`config.mk`:
```
export PLATFORM = sky130hd
export DESIGN_NAME = mem_port_arbiter
export DESIGN_NICKNAME = d
export VERILOG_FILES = /design/src/rtl/arm_mem_pkg.sv /design/src/rtl/mem_lane_pack.sv /design/src/rtl/mem_port_arbiter.sv
export SDC_FILE = /design/constraint.sdc
export NUM_CORES = 1
export LEC_CHECK = 0
export ABC_AREA = 1
export CORE_UTILIZATION = 45
export CTS_CLUSTER_DIAMETER = 150
export CTS_CLUSTER_SIZE = 40
export DETAILED_ROUTE_END_ITERATION = 8
export PLACE_DENSITY = 0.81
export SYNTH_ARGS = -nofsm -noshare
export SYNTH_HDL_FRONTEND = slang
export SYNTH_HIERARCHICAL = 1
export SYNTH_SLANG_ARGS = --single-unit
```
`constraint.sdc`:
```
create_clock -name clk -period 2.2 [get_ports clk]
set_clock_uncertainty 0.1 [all_clocks]
set_input_delay 0.44 -clock clk [delete_from_list [all_inputs] [get_ports clk]]
set_output_delay 0.44 -clock clk [all_outputs]
set_load 0.01 [all_outputs]
```
`src/rtl/arm_mem_pkg.sv`:
```
// Shared definitions for the fetch/data memory port arbiter: FSM encoding,
// byte-lane enable patterns and the default access timeout.
package arm_mem_pkg;

  typedef enum logic [1:0] {
    ST_IDLE   = 2'd0,
    ST_ACCESS = 2'd1,
    ST_RESP   = 2'd2
  } state_t;

  localparam logic [3:0]  BEN_WORD = 4'b1111;
  localparam logic [3:0]  BEN_LO   = 4'b0011;
  localparam logic [3:0]  BEN_HI   = 4'b1100;

  // Default number of ACCESS cycles tolerated before the access is abandoned.
  localparam int unsigned WAIT_MAX_DEFAULT = 15;

  // Clears the byte offset of a byte address to form a word address.
  localparam logic [31:0] WORD_MASK = 32'hFFFF_FFFC;

endpackage

```
`src/rtl/mem_lane_pack.sv`:
```
// Byte-lane handling for the memory port: store-data replication and lane
// enables on the write side, half selection with zero extension on the read
// side. Purely combinational.
module mem_lane_pack
  import arm_mem_pkg::*;
(
  input  logic        is_data,
  input  logic        half,
  input  logic        hi,
  input  logic [31:0] wdata,
  output logic [3:0]  ben,
  output logic [31:0] wdata_packed,
  input  logic        rd_half,
  input  logic        rd_hi,
  input  logic [31:0] rdata_raw,
  output logic [31:0] rdata_ext
);

  // Write side: fetches carry no data, halfwords are copied into both halves
  // so the lane enables alone pick where they land.
  always_comb begin
    ben          = BEN_WORD;
    wdata_packed = '0;
    if (is_data) begin
      wdata_packed = wdata;
      if (half) begin
        ben          = hi ? BEN_HI : BEN_LO;
        wdata_packed = {wdata[15:0], wdata[15:0]};
      end
    end
  end

  // Read side: halfword loads return the addressed half, zero-extended.
  always_comb begin
    rdata_ext = rdata_raw;
    if (rd_half) begin
      rdata_ext = {16'h0000, (rd_hi ? rdata_raw[31:16] : rdata_raw[15:0])};
    end
  end

endmodule

```
`src/rtl/mem_port_arbiter.sv`:
```
// Arbitrates a fetch port and a data port onto one memory port. One access is
// in flight at a time; conflicts alternate so neither port starves, and an
// access that never sees mem_ready is abandoned after WAIT_MAX cycles.
module mem_port_arbiter
  import arm_mem_pkg::*;
#(
  parameter int unsigned WAIT_MAX = WAIT_MAX_DEFAULT
) (
  input  logic        clk,
  input  logic        rst_n,
  input  logic        if_req,
  input  logic [31:0] if_addr,
  output logic        if_gnt,
  output logic        if_done,
  output logic [31:0] if_rdata,
  input  logic        d_req,
  input  logic        d_we,
  input  logic        d_half,
  input  logic [31:0] d_addr,
  input  logic [31:0] d_wdata,
  output logic        d_gnt,
  output logic        d_done,
  output logic [31:0] d_rdata,
  output logic        err,
  output logic        mem_cs,
  output logic        mem_we,
  output logic [31:0] mem_addr,
  output logic [31:0] mem_wdata,
  output logic [3:0]  mem_ben,
  input  logic [31:0] mem_rdata,
  input  logic        mem_ready
);

  localparam logic [7:0] WAIT_LIMIT = 8'(WAIT_MAX);

  state_t      state_reg, state_next;
  logic [7:0]  wait_cnt_reg, wait_cnt_next, wait_inc;
  logic        last_d_reg, last_d_next;
  logic        owner_d_reg, owner_d_next;
  logic        half_reg, half_next, hi_reg, hi_next;
  logic        if_gnt_reg, if_gnt_next, d_gnt_reg, d_gnt_next;
  logic        if_done_reg, if_done_next, d_done_reg, d_done_next;
  logic [31:0] if_rdata_reg, if_rdata_next, d_rdata_reg, d_rdata_next;
  logic        err_reg, err_next;
  logic        mem_cs_reg, mem_cs_next, mem_we_reg, mem_we_next;
  logic [31:0] mem_addr_reg, mem_addr_next, mem_wdata_reg, mem_wdata_next;
  logic [3:0]  mem_ben_reg, mem_ben_next;
  logic        pick_d, finish, resp_err;
  logic [31:0] resp_data;
  logic [3:0]  pack_ben;
  logic [31:0] pack_wdata, rd_ext;

  // Data wins a conflict unless it also won the previous grant.
  assign pick_d   = d_req & (~if_req | ~last_d_reg);
  assign wait_inc = wait_cnt_reg + 8'd1;

  mem_lane_pack u_lane (
    .is_data      (pick_d),
    .half         (d_half),
    .hi           (d_addr[1]),
    .wdata        (d_wdata),
    .ben          (pack_ben),
    .wdata_packed (pack_wdata),
    .rd_half      (half_reg),
    .rd_hi        (hi_reg),
    .rdata_raw    (mem_rdata),
    .rdata_ext    (rd_ext)
  );

  // Next-state and next-output logic; memory-side values are captured once at
  // grant so later port activity cannot disturb the access in flight.
  always_comb begin
    state_next     = state_reg;
    wait_cnt_next  = wait_cnt_reg;
    last_d_next    = last_d_reg;
    owner_d_next   = owner_d_reg;
    half_next      = half_reg;
    hi_next        = hi_reg;
    if_gnt_next    = 1'b0;
    d_gnt_next     = 1'b0;
    if_done_next   = 1'b0;
    d_done_next    = 1'b0;
    if_rdata_next  = if_rdata_reg;
    d_rdata_next   = d_rdata_reg;
    err_next       = err_reg;
    mem_cs_next    = mem_cs_reg;
    mem_we_next    = mem_we_reg;
    mem_addr_next  = mem_addr_reg;
    mem_wdata_next = mem_wdata_reg;
    mem_ben_next   = mem_ben_reg;
    finish         = 1'b0;
    resp_err       = 1'b0;
    resp_data      = '0;
    case (state_reg)
      ST_IDLE: begin
        if (if_req | d_req) begin
          state_next     = ST_ACCESS;
          wait_cnt_next  = '0;
          last_d_next    = pick_d;
          owner_d_next   = pick_d;
          half_next      = pick_d & d_half;
          hi_next        = d_addr[1];
          if_gnt_next    = ~pick_d;
          d_gnt_next     = pick_d;
          mem_cs_next    = 1'b1;
          mem_we_next    = pick_d & d_we;
          mem_addr_next  = (pick_d ? d_addr : if_addr) & WORD_MASK;
          mem_wdata_next = pack_wdata;
          mem_ben_next   = pack_ben;
        end
      end
      ST_ACCESS: begin
        if (mem_ready) begin
          finish    = 1'b1;
          resp_data = rd_ext;
        end else if (wait_inc == WAIT_LIMIT) begin
          finish   = 1'b1;
          resp_err = 1'b1;
        end else begin
          wait_cnt_next = wait_inc;
        end
        if (finish) begin
          state_next     = ST_RESP;
          err_next       = resp_err;
          mem_cs_next    = 1'b0;
          mem_we_next    = 1'b0;
          mem_addr_next  = '0;
          mem_wdata_next = '0;
          mem_ben_next   = '0;
          if (owner_d_reg) begin
            d_done_next  = 1'b1;
            d_rdata_next = resp_data;
          end else begin
            if_done_next  = 1'b1;
            if_rdata_next = resp_data;
          end
        end
      end
      ST_RESP: state_next = ST_IDLE;
      default: state_next = ST_IDLE;
    endcase
  end

  // State and output registers; reset abandons any access without a done.
  always_ff @(posedge clk or negedge rst_n) begin
    if (!rst_n) begin
      state_reg     <= ST_IDLE;
      wait_cnt_reg  <= '0;
      last_d_reg    <= 1'b0;
      owner_d_reg   <= 1'b0;
      half_reg      <= 1'b0;
      hi_reg        <= 1'b0;
      if_gnt_reg    <= 1'b0;
      d_gnt_reg     <= 1'b0;
      if_done_reg   <= 1'b0;
      d_done_reg    <= 1'b0;
      if_rdata_reg  <= '0;
      d_rdata_reg   <= '0;
      err_reg       <= 1'b0;
      mem_cs_reg    <= 1'b0;
      mem_we_reg    <= 1'b0;
      mem_addr_reg  <= '0;
      mem_wdata_reg <= '0;
      mem_ben_reg   <= '0;
    end else begin
      state_reg     <= state_next;
      wait_cnt_reg  <= wait_cnt_next;
      last_d_reg    <= last_d_next;
      owner_d_reg   <= owner_d_next;
      half_reg      <= half_next;
      hi_reg        <= hi_next;
      if_gnt_reg    <= if_gnt_next;
      d_gnt_reg     <= d_gnt_next;
      if_done_reg   <= if_done_next;
      d_done_reg    <= d_done_next;
      if_rdata_reg  <= if_rdata_next;
      d_rdata_reg   <= d_rdata_next;
      err_reg       <= err_next;
      mem_cs_reg    <= mem_cs_next;
      mem_we_reg    <= mem_we_next;
      mem_addr_reg  <= mem_addr_next;
      mem_wdata_reg <= mem_wdata_next;
      mem_ben_reg   <= mem_ben_next;
    end
  end

  assign if_gnt    = if_gnt_reg;
  assign if_done   = if_done_reg;
  assign if_rdata  = if_rdata_reg;
  assign d_gnt     = d_gnt_reg;
  assign d_done    = d_done_reg;
  assign d_rdata   = d_rdata_reg;
  assign err       = err_reg;
  assign mem_cs    = mem_cs_reg;
  assign mem_we    = mem_we_reg;
  assign mem_addr  = mem_addr_reg;
  assign mem_wdata = mem_wdata_reg;
  assign mem_ben   = mem_ben_reg;

endmodule

```
==> flow_summary.yaml <==
status:
  status: "complete, no violations"
drt:
  drt_iter0_drc: 473
  drt-met1-wl_um: 8530
  wirelength_um: 21700
  top_layer_used: "met4"
  via_per_inst: 4.96
  wl_per_cell_um: 15.1
  wl_met2_um: 10600
  num_vias: 7128
  drc: 0
  dr_wl_met3_um: 2230
  first_pass_iters: 5
  antenna_left: 0
yosys:
  avgSynthCellArea_um2: 7.73
  synth_edf_count: 0
  synth_top_area_share_pct: 50.6
  synth_flop_cell: "dfrtp_1"
  synth.most_common_cell: "nand2_1"
  syn_inst: 960
  synth_area_leaders: "dfrtp_1 (51%), nand2_1 (19%), nand3_1 (9.3%)"
  ys_types: 27
  synth-async-reset-ratio_pct: 100
  synth_commonest_cells: "nand2_1 (376), dfrtp_1 (150), nand3_1 (138)"
  synth_top_cell_by_area: "dfrtp_1"
  synth_area_um2: 7420
  seq_area_frac_synth_pct: 50.6
  ys_warn_count: 6
  ys_ff_latch: 150
global_route:
  grt_pass1_wl_um: 33300
  grt-ovfl-total: 0
  grt_pass1_vias: 6684
  grt.total_usage_pct: 25.7
  grt_max_degree: 69
  antenna_found_initial: 0
clock_tree:
  cts_tree: "done"
  clockBufferDepth: 2
  cts.sinks: 150
  clk_latency_ns: 0.42
  cts_buffers: 17
  path_clk_slew_ns: 0.06
  htree_levels: 4
  cts_root_buffer: "clkbuf_16"
place:
  place_congestion: 0.835
  numPortBuffers: 268
  hpwlAfterDp_um: 15200
power:
  p_per_area_nw_per_um2: 1240
  p_leak_nw: 5.78
  ir_drop_v: 0.000733
final_layout:
  nNetsFinal: 1347
  area_delta_synth_final_pct: 47.3
  diodes: 0
  drive_above_1_share_pct: 7.61
  fillers: 1340
worst_setup_path:
  critPathLaunchType: "flop"
  worst_ep_arrival_time_ns: 2.25
  crit_required_ns: 2.41
  slowest_delay_ns: 0.41
  crit_fanout: 34
  worstSetupPathType: "flop to flop"
  cpLargestDelayFamily: "simple AND/OR/NAND/NOR gates"
  path_cells: "ha_1, nand2_1, nand2_1, nor2_1, nand3_1, nor2_2, nand2_2, nand2_4, nand2_2, clkbuf_16, nand3_1, nand2_1"
  slowest_stage: "dfrtp_1"
  crit_top_cell: "nand2_1"
  endpoint_kind: "flop"
  worst-path-buf-inv: 1
  rrSetupSlack_ns: 0.16
timing:
  setup_viol: 0
  rsz0062_at_grt: "false"
  holdWs_ns: 0.369
  finalCriticalPeriod_ns: 2.04
  report.final.hold_viol_count: 0
  tns_ns: 0
  finalCritPeriodShare_pct: 92.8
  max_freq_mhz: 490
  drv_slew: 0
floorplan:
  die-height_um: 130
  num_rows: 46
  initial_core_util_pct: 46.4
  die_w_um: 130
  core_um2: 16000
  dieArea_um2: 17000
  io_pins: 274
worst_hold_path:
  hold_class: "flop to flop"
flow_run:
  drv_cap: 0
## final timing paths
kind                                 start           end  cells after the start
min                            d_rdata[18]   d_rdata[18]                      2
min reg2reg                    d_rdata[18]   d_rdata[18]                      2
max reg2reg                wait_cnt_reg[0]   mem_addr[5]                     12
min in group asynchronous            rst_n   if_rdata[5]                      2
max                        wait_cnt_reg[0]   mem_addr[5]                     12
max in group asynchronous            rst_n  if_rdata[25]                      3
## layout make-up
| type | instances | area (um2) | area share [%] |
|---|---|---|---|
| multi-input combinational | 643 | 2900 | 26.5 |
| clock buffer | 19 | 453 | 4.15 |
| clock inverter | 12 | 154 | 1.41 |
| inverter | 102 | 383 | 3.50 |
| timing repair buffer | 296 | 3020 | 27.6 |
| sequential | 150 | 3750 | 34.4 |
| tap | 216 | 270 | 2.47 |
## what timing repair did
| action | in CTS | in global routing |
|---|---|---|
| endpoints found under the hold margin | 47 | 0 |
| gates resized for setup | 0 | 4 |
| hold buffers | 1 | 0 |
| buffers inserted | 0 | 1 |
| setup endpoints to repair | 0 | 71 |
## cells by family (layout without fill, tap and decap cells)
family                     count (synthesis)  count (layout)  share of synthesized area (%)
AOI/OAI and AO/OA                         53              53                           5.57
xor gates and xnor gates                   1               1                          0.118
DFF                                      150             150                           50.6
and+or+nand+nor                          585             585                           32.6
other                                      1               2                         0.0506
buffers and inverters                    168             429                           10.7
adders and majority gates                  2               2                          0.337
## worst min-delay path, cell delays in order, from the launching register on
cell	delay, ns
dfrtp_1	0.34
nand2_1	0.05
nand2_1	0.05
## layer usage
metal | vias up | GRT usage (%)
met4 | 0 | 8.99
li1 | 3469 | -
met3 | 32 | 8.88
met1 | 3350 | 30.6
met5 | - | 0
met2 | 277 | 43.3
## power by group
part	switching [W]	total, W	internal [W]
logic	0.00317	0.00612	0.00295
clock network	0.00115	0.00298	0.00183
registers	0.000624	0.00448	0.00385
## stage by stage
step	setup WS [ns]	instances	util (%)	power, W	instance area, um2
after floorplan	0.321	961	-	0.00738	7420
after global placement	0.195	1404	64.1	0.0105	10300
after detailed placement	0.129	1404	64.1	0.0106	10300
after CTS	0.122	1436	68.0	0.0136	10900
after global routing	0.0190	1438	68.3	0.0144	10900
final	0.159	1438	68.3	0.0136	10900
## cells in the final DEF (no fill, tap or decap), types with 5 or more instances in the layout
master / count
nand2_1: 374
clkdlybuf4s50_1: 267
dfrtp_1: 150
nand3_1: 137
inv_1: 101
nor2_1: 54
a22oi_1: 30
clkbuf_16: 18
o21ai_2: 17
buf_4: 17
buf_12: 8
nor2_2: 7
nand2_2: 5
Note: power is estimated with default switching activity, not from simulation.
